**src/rtl/RAM_shared_pkg.sv**
```systemverilog
// RAM_shared_pkg: widths shared between the single-port RAM and its SPI front end.
package RAM_shared_pkg;
   localparam int ADDR_SIZE = 8;
endpackage

```
**src/rtl/spi_shared_pkg.sv**
```systemverilog
// spi_shared_pkg: SPI slave FSM states and the two-bit command codes.
package spi_shared_pkg;
   typedef enum logic [2:0] {IDLE, CHK_CMD, WRITE, READ_ADD, READ_DATA} spi_state_e;
   localparam logic [1:0] CMD_WR_ADDR = 2'b00;
   localparam logic [1:0] CMD_WR_DATA = 2'b01;
   localparam logic [1:0] CMD_RD_ADDR = 2'b10;
   localparam logic [1:0] CMD_RD_DATA = 2'b11;
endpackage

```
**src/rtl/spi_miso_serializer.sv**
```systemverilog
// spi_miso_serializer: loads a read byte and shifts it out MSB first, flagging the last bit.
module spi_miso_serializer #(
   parameter int W = 8
) (
   input  logic         clk,
   input  logic         rst,
   input  logic         i_clr,
   input  logic         i_load,
   input  logic [W-1:0] i_data,
   output logic         o_miso,
   output logic         o_done
);
   localparam int BW = $clog2(W + 1);
   logic [W-1:0]  r_sh;
   logic [BW-1:0] r_bits;
   always_ff @(posedge clk or posedge rst)
      if (rst) begin
         r_sh   <= '0;
         r_bits <= '0;
      end else if (i_clr) begin
         r_bits <= '0;
      end else if (i_load) begin
         r_sh   <= i_data;
         r_bits <= BW'(W);
      end else if (r_bits != '0) begin
         r_sh   <= r_sh << 1;
         r_bits <= r_bits - 1'b1;
      end
   assign o_miso = r_bits != '0 && r_sh[W-1];
   assign o_done = !i_clr && r_bits == BW'(1);
endmodule

```
**src/rtl/spi_slave_fsm.sv**
```systemverilog
// spi_slave_fsm: SPI slave front end; MOSI -> rx_data command words, RAM tx_data -> MISO.
// Define SPI_RD_TIMEOUT_EN to add the rd_timeout port and a bounded wait for tx_valid.
module spi_slave_fsm
   import spi_shared_pkg::*;
#(
   parameter int ADDR_SIZE = RAM_shared_pkg::ADDR_SIZE
`ifdef SPI_RD_TIMEOUT_EN
   , parameter int RD_TIMEOUT = 16
`endif
) (
   input  logic                 clk,
   input  logic                 rst,
   input  logic                 SS_n,
   input  logic                 MOSI,
   output logic                 MISO,
   output logic [ADDR_SIZE+1:0] rx_data,
   output logic                 rx_valid,
   input  logic [ADDR_SIZE-1:0] tx_data,
   input  logic                 tx_valid
`ifdef SPI_RD_TIMEOUT_EN
   , output logic               rd_timeout
`endif
);
   localparam int FULL = ADDR_SIZE + 1;
   localparam int CW   = $clog2(FULL + 1);
   spi_state_e           r_state, w_next;
   logic [ADDR_SIZE:0]   r_shift;
   logic [CW-1:0]        r_cnt;
   logic                 r_rd_addr_seen, r_served;
   logic                 w_shifting, w_last, w_wait, w_timeout, w_load, w_done;
   logic [ADDR_SIZE-1:0] w_tx;

   always_ff @(posedge clk or posedge rst)
      if (rst) r_state <= IDLE;
      else r_state <= w_next;

   always_comb begin
      w_next = r_state;
      if (SS_n) w_next = IDLE;
      else if (r_state == IDLE) w_next = CHK_CMD;
      else if (r_state == CHK_CMD) w_next = !MOSI ? WRITE : r_rd_addr_seen ? READ_DATA : READ_ADD;
      w_shifting = !SS_n && r_state inside {WRITE, READ_ADD, READ_DATA} && r_cnt != CW'(FULL);
      w_last     = w_shifting && r_cnt == CW'(FULL - 1);
      w_wait     = !SS_n && r_state == READ_DATA && r_cnt == CW'(FULL) && !r_served;
   end

`ifdef SPI_RD_TIMEOUT_EN
   localparam int TW = $clog2(RD_TIMEOUT + 1);
   logic [TW-1:0] r_to_cnt;
   assign w_timeout = w_wait && !tx_valid && r_to_cnt == TW'(RD_TIMEOUT - 1);
   always_ff @(posedge clk or posedge rst)
      if (rst) begin
         r_to_cnt   <= '0;
         rd_timeout <= 1'b0;
      end else begin
         r_to_cnt   <= w_wait ? r_to_cnt + 1'b1 : '0;
         rd_timeout <= w_timeout;
      end
`else
   assign w_timeout = 1'b0;
`endif

   // a timed-out read is served with zeros so the master still clocks a full byte
   assign w_load = w_wait && (tx_valid || w_timeout);
   assign w_tx   = w_timeout ? '0 : tx_data;

   always_ff @(posedge clk or posedge rst)
      if (rst) begin
         r_shift        <= '0;
         r_cnt          <= '0;
         rx_data        <= '0;
         rx_valid       <= 1'b0;
         r_rd_addr_seen <= 1'b0;
         r_served       <= 1'b0;
      end else begin
         rx_valid <= w_last;
         if (w_last) rx_data <= {r_shift, MOSI};
         if (SS_n) r_cnt <= '0;
         else if (r_state == CHK_CMD) begin
            r_shift <= {{ADDR_SIZE{1'b0}}, MOSI};
            r_cnt   <= '0;
         end else if (w_shifting) begin
            r_shift <= {r_shift[ADDR_SIZE-1:0], MOSI};
            r_cnt   <= r_cnt + 1'b1;
         end
         if (w_last && r_state == READ_ADD) r_rd_addr_seen <= 1'b1;
         else if (w_done) r_rd_addr_seen <= 1'b0;
         r_served <= !SS_n && (r_served || w_load);
      end

   spi_miso_serializer #(.W(ADDR_SIZE)) u_ser (
      .clk   (clk),
      .rst   (rst),
      .i_clr (SS_n),
      .i_load(w_load),
      .i_data(w_tx),
      .o_miso(MISO),
      .o_done(w_done)
   );
endmodule

```
**config.mk**
```make
export PLATFORM = sky130hd
export DESIGN_NAME = spi_slave_fsm
export DESIGN_NICKNAME = d
export VERILOG_FILES = /design/src/rtl/RAM_shared_pkg.sv /design/src/rtl/spi_shared_pkg.sv /design/src/rtl/spi_miso_serializer.sv /design/src/rtl/spi_slave_fsm.sv
export SDC_FILE = /design/constraint.sdc
export NUM_CORES = 1
export LEC_CHECK = 0
export CAP_MARGIN = 10
export CORE_UTILIZATION = 40
export DETAILED_ROUTE_END_ITERATION = 16
export PLACE_DENSITY = 0.59
export SYNTH_ARGS = -nofsm -noshare
export SYNTH_HDL_FRONTEND = slang
export SYNTH_SLANG_ARGS = --single-unit
```
**constraint.sdc**
```tcl
create_clock -name clk -period 2.6 [get_ports clk]
set_input_delay 0.78 -clock clk [delete_from_list [all_inputs] [get_ports clk]]
set_output_delay 0.78 -clock clk [all_outputs]
set_load 0.05 [all_outputs]
```
After elaboration in Yosys (flattened, before gate mapping). Cells that the tools add are included. W data, S select, Z words.

Add/subtract/negate cells: 2. Equality and inequality tests: 8. Mux-type cells: 17. Bitwise gates (word level): 1. Reductions and logical operators: 25.

Operator list (count): $mux W4 (6); $mux W9 (2); $mux W8 (2); $mux W3 (5); $reduce_bool A3 Y1 (4); $logic_and A1 B1 Y1 (11); $eq A4 B4 Y1 const B (2); $eq A3 B2 Y1 const B (2); $reduce_bool A2 Y1 (3); $add A4 B1 Y4 const B (1); $eq A4 B1 Y1 const B (1); $ne A4 B4 Y1 const B (1); $reduce_and A2 Y1 (2); $reduce_bool A4 Y1 (1); $sub A4 B1 Y4 const B (1); $eq A3 B1 Y1 const B (1); $eq A3 B3 Y1 const B (1); $logic_not A3 Y1 (1); $logic_not A1 Y1 (2); $mux W1 (2); $logic_or A1 B1 Y1 (1); $not A1 Y1 (1).

Flip-flop bits (word level): 41. Bits of input ports: 13. Output and inout bits: 12. Logic and storage cells: 62.

Longest topological paths before layout. Gate-level depths: netlist of run 1.

Depth in word-level cells: 7. Mapped depth: 8. Depth with buffers taken out: 6.

Modules after synthesis. Synthesis of run 1 repeated with hierarchy kept, for this count alone.

Cells, all modules: 172. Area, all modules: 2077.0 um2.

Modules (own cells, without submodules): spi_slave_fsm (times used 1, cells each 121, area an instance 1411.4 um2); spi_miso_serializer (times used 1, cells each 51, area an instance 665.6 um2).

Worst setup path after synthesis of run 1. Ideal clock, no wire load.

Path kind: register -> output. Start: reg u_ser.r_bits[0]. End: out MISO. Arrival: 1544 ps. Slack: 276 ps. Cell stages (with the launch flop): 6. Buffers on the path: 1. Path through: dfrtp_1 inv_1 ha_1 or3b_2 clkbuf_1 and2_1.

Word-level cells in the longest chain between the ends: 2.

Ends and longest elaborated chain: start: declaration (line spi_miso_serializer.sv:15) `logic [BW-1:0] r_bits;`; start signal: assignment (line spi_miso_serializer.sv:24) `r_bits <= BW'(W);`; start signal: assignment (line spi_miso_serializer.sv:27) `r_bits <= r_bits - 1'b1;`; $reduce_bool A4 Y1 (line spi_miso_serializer.sv:29) `assign o_miso = r_bits != '0 && r_sh[W-1];`; $logic_and A1 B1 Y1 (line spi_miso_serializer.sv:29); end: declaration (line spi_slave_fsm.sv:15) `output logic MISO,`.

No other way between the ends.

Worst setup path after layout of run 1.
Start: reg u_ser.r_bits[1]. End: out MISO.

The elaborated chain is that of the path after synthesis.

==> results of run 1 <==
## cells in the final DEF, fill, tap and decap left out, types with 2 or more instances in the layout
master | Yosys | routed
dfrtp_1 | 41 | 41
clkdlybuf4s50_1 | 0 | 23
nand2_1 | 21 | 21
nor3_1 | 10 | 10
inv_1 | 10 | 10
mux2_2 | 10 | 10
nor2_1 | 8 | 8
a22o_1 | 8 | 8
buf_4 | 1 | 8
a31oi_1 | 7 | 7
nand3_1 | 7 | 7
a21oi_1 | 7 | 7
clkbuf_8 | 0 | 7
nand2b_1 | 4 | 4
o21ai_0 | 4 | 4
ha_1 | 5 | 4
or3b_4 | 1 | 2
nor2b_1 | 2 | 2
xnor2_1 | 2 | 2
a21o_1 | 2 | 2
or3_1 | 2 | 2
## registers in the layout (all words and copies together) (netlist names)
register	flops
rx_data	10
u_ser.r_sh	8
r_state	3
rx_valid	1
r_cnt	4
r_shift	9
u_ser.r_bits	4
r_rd_addr_seen	1
r_served	1
## metrics by stage
stage | instance area, µm² | hold slack [ns] | total power [W] | std cells
2_1_floorplan | 1850 | 0.462 | 0.000950 | 171
3_3_place_gp | 2170 | 0.490 | 0.00101 | 246
3_5_place_dp | 2170 | 0.487 | 0.00103 | 246
4_1_cts | 2280 | 0.505 | 0.00149 | 254
5_1_grt | 2290 | 0.527 | 0.00159 | 256
6_report | 2290 | 0.497 | 0.00150 | 256
## critical path: stages, from the launching register on
cell	delay (ns)
dfrtp_1	0.40
inv_1	0.09
ha_2	0.20
or3b_4	0.42
and2_1	0.18
buf_4	0.18
## layer usage
| layer | wire length, µm | track usage (%) | vias to the layer above |
|---|---|---|---|
| li1 | - | - | 662 |
| met1 | 1680 | 20.5 | 679 |
| met2 | 1760 | 26.6 | 21 |
| met3 | 101 | 3.61 | 7 |
| met4 | 64 | 7.33 | 0 |
| met5 | 0 | 0 | - |
## area by class of cell
type,count,area [µm²]
clock inverters,1,5.00
inverters,10,37.5
well taps,52,65.1
fillers,410,2120
clock buffers,7,96.3
repair buffers,32,310
multi-input cells,113,753
flip-flops and latches,41,1030
## power by group through the flow
stage / sequential (W) / combinational, W / clock, W
5_1_grt: 0.000743 / 0.000359 / 0.000486
4_1_cts: 0.000735 / 0.000291 / 0.000469
6_report: 0.000734 / 0.000318 / 0.000445
2_1_floorplan: 0.000734 / 0.000216 / 0
3_5_place_dp: 0.000746 / 0.000280 / 0
3_3_place_gp: 0.000743 / 0.000266 / 0
## timing repair
| item | CTS | global route |
|---|---|---|
| endpoints found under the setup margin | 1 | 1 |
| hold buffers | 0 | 0 |
| buffers inserted | 0 | 2 |
| gates resized for setup | 1 | 1 |
## kinds of logic after synthesis
kind of cell               synth area share (%)
AOI/OAI and AO/OA                          12.8
xor gates and xnor gates                  0.947
adders and majority gates                  3.38
buffers and inverters                      4.12
DFF                                        55.4
muxes                                      6.90
and+or+nand+nor                            16.4
## path summary, 6_finish.rpt
check | from | end | slack, ns | cells after the start
min in group asynchronous | rst | u_ser.r_sh[0] | 0.93 | 3
worst min register to register | r_shift[8] | r_shift[8] | 0.50 | 1
max in group asynchronous | rst | rx_data[8] | 1.32 | 3
worst min-delay path | r_shift[8] | r_shift[8] | 0.50 | 1
worst max register to register | u_ser.r_bits[1] | u_ser.r_sh[2] | 0.83 | 6
worst max-delay path | u_ser.r_bits[1] | MISO | 0.07 | 5
==> summary.txt, run 1 <==
Yosys
  – Synth area leaders: dfrtp_1 (55%), mux2_2 (6.1%), nand2_1 (4.3%)
  – Post-synth top cells: dfrtp_1 (41), nand2_1 (21), inv_1 (10), mux2_2 (10), nor3_1 (10)
  – Number of distinct library cells after synthesis: 36
  – Cells after Synth: 171
  – Net Count, Synth: 189
  – Count leader, synth: dfrtp_1
  – Leading area contributor after synthesis: dfrtp_1
  – Post-synth ARST share: 100%
  – Yosys top cell area share: between 50% and 60%
  – Syn Std Cell Area: 1850 µm²
  – Top FF cell, synth: dfrtp_1
  – Number of enable flip-flop cells after synthesis: 0
  – Seq/Total Area, Yosys: about 55%
  – Seq cells post-synth: 41
  – Yosys warnings: 0
  – Post-synthesis average cell area: approximately 11 µm²

Clock network
  – CTS max path bufs: 2
  – Root Buffer: clkbuf_8
  – CTS Buf Count: 5
  – H-tree depth: 2
  – Worst skew pair latency: 0.28 ns
  – Clock slew at reported path FFs: 0.07 ns
  – TritonCTS clock tree: yes
  – Sink Count: 41

Layout
  – Final-stage net count: roughly 220
  – Final design utilization: just over 50%
  – Layout cells sized above 1: between 10% and 20%
  – Synth-to-Final Area Change: 23.9%
  – Ant. Diodes: 0

Power and ir drop
  – Cell Pwr Density: ~650 nW/µm²
  – Clock network fraction of total power: between 20 and 30%
  – Sequential cell fraction of total power: between 40% and 50%
  – Gate power share: between 20% and 30%
  – Cell Int Power: 0.00108 W
  – Net Sw Frac: about 28%
  – VDD IR-drop max: approximately 310 µV
  – Switching power: roughly 0.00042 W
  – P_leak: ~1.1 nW

Routing
  – Pre-antenna DRT Iters: 4
  – DRT antenna net count: 0
  – DR WL/cell: approximately 14 µm
  – Drt initial violations: 37
  – Via count: between 1000 and 1500
  – DRC viols: 0
  – Post-Route WL: 3610 µm
  – Via/cell ratio: 5.35

STA
  – Slew @ Worst Pin: between 0.5 and 0.6 ns
  – Min Tclk post-route: around 2.5 ns
  – Setup Viol. Count Final: 0
  – Final Worst Setup Slack: 0.0739 ns
  – Setup TNS: 0 ns
  – Unrepaired setup endpoints after global routing: false
  – Max Clock Freq: 0.396 GHz
  – Period utilization: roughly 100%
  – Max_slew headroom: around 66%
  – Layout Skew: between 0.005 and 0.006 ns
  – Slew Limit Fails: 0
  – Final-report hold violation count: 0

Setup path
  – Worst Setup End Kind: output pin
  – Crit path DAT: ~1.8 ns
  – Worst Path Class, Setup: reg2out
  – Worst EP required: approximately 1.8 ns
  – Crit Path Max Fanout: 6
  – Startpoint types: register

Placement
  – Pre-CTS WS: approximately 0.24 ns
  – RD Place Congestion: around 0.81
  – # port buffers: 24
  – Post-DP HPWL: roughly 2500 µm

Worst hold path
  – Worst Hold Class: reg2reg

Run
  – Max Cap Viol: 0

Floorplanning
  – Core Box Area: 4410 µm²
  – Vert. Die Dim: ~70 µm
  – Initial Util: 41.9%
  – # rows: 24
  – Io pins: 25
  – DIE AREA: 4900 µm²
  – Die Wd: approximately 70 µm

GRT
  – First-pass GRT wire length: 6260 µm
  – Vias in the first global route: between 1000 and 1500
  – GRT Util Overall: roughly 16%
  – Largest net degree at the start of global routing: 42
  – GRT overflow: 0
  – Initial antenna violation count: 0

Status
  – Status: finished clean
Power figures use the tool's default switching activity.
==> run 2, diff against run 1 <==
- CAP_MARGIN: 10 -> unset
- GPL_TIMING_DRIVEN: unset -> 1
==> results of run 2 <==
Final layout, timing and power as in run 1 (identical DEF).
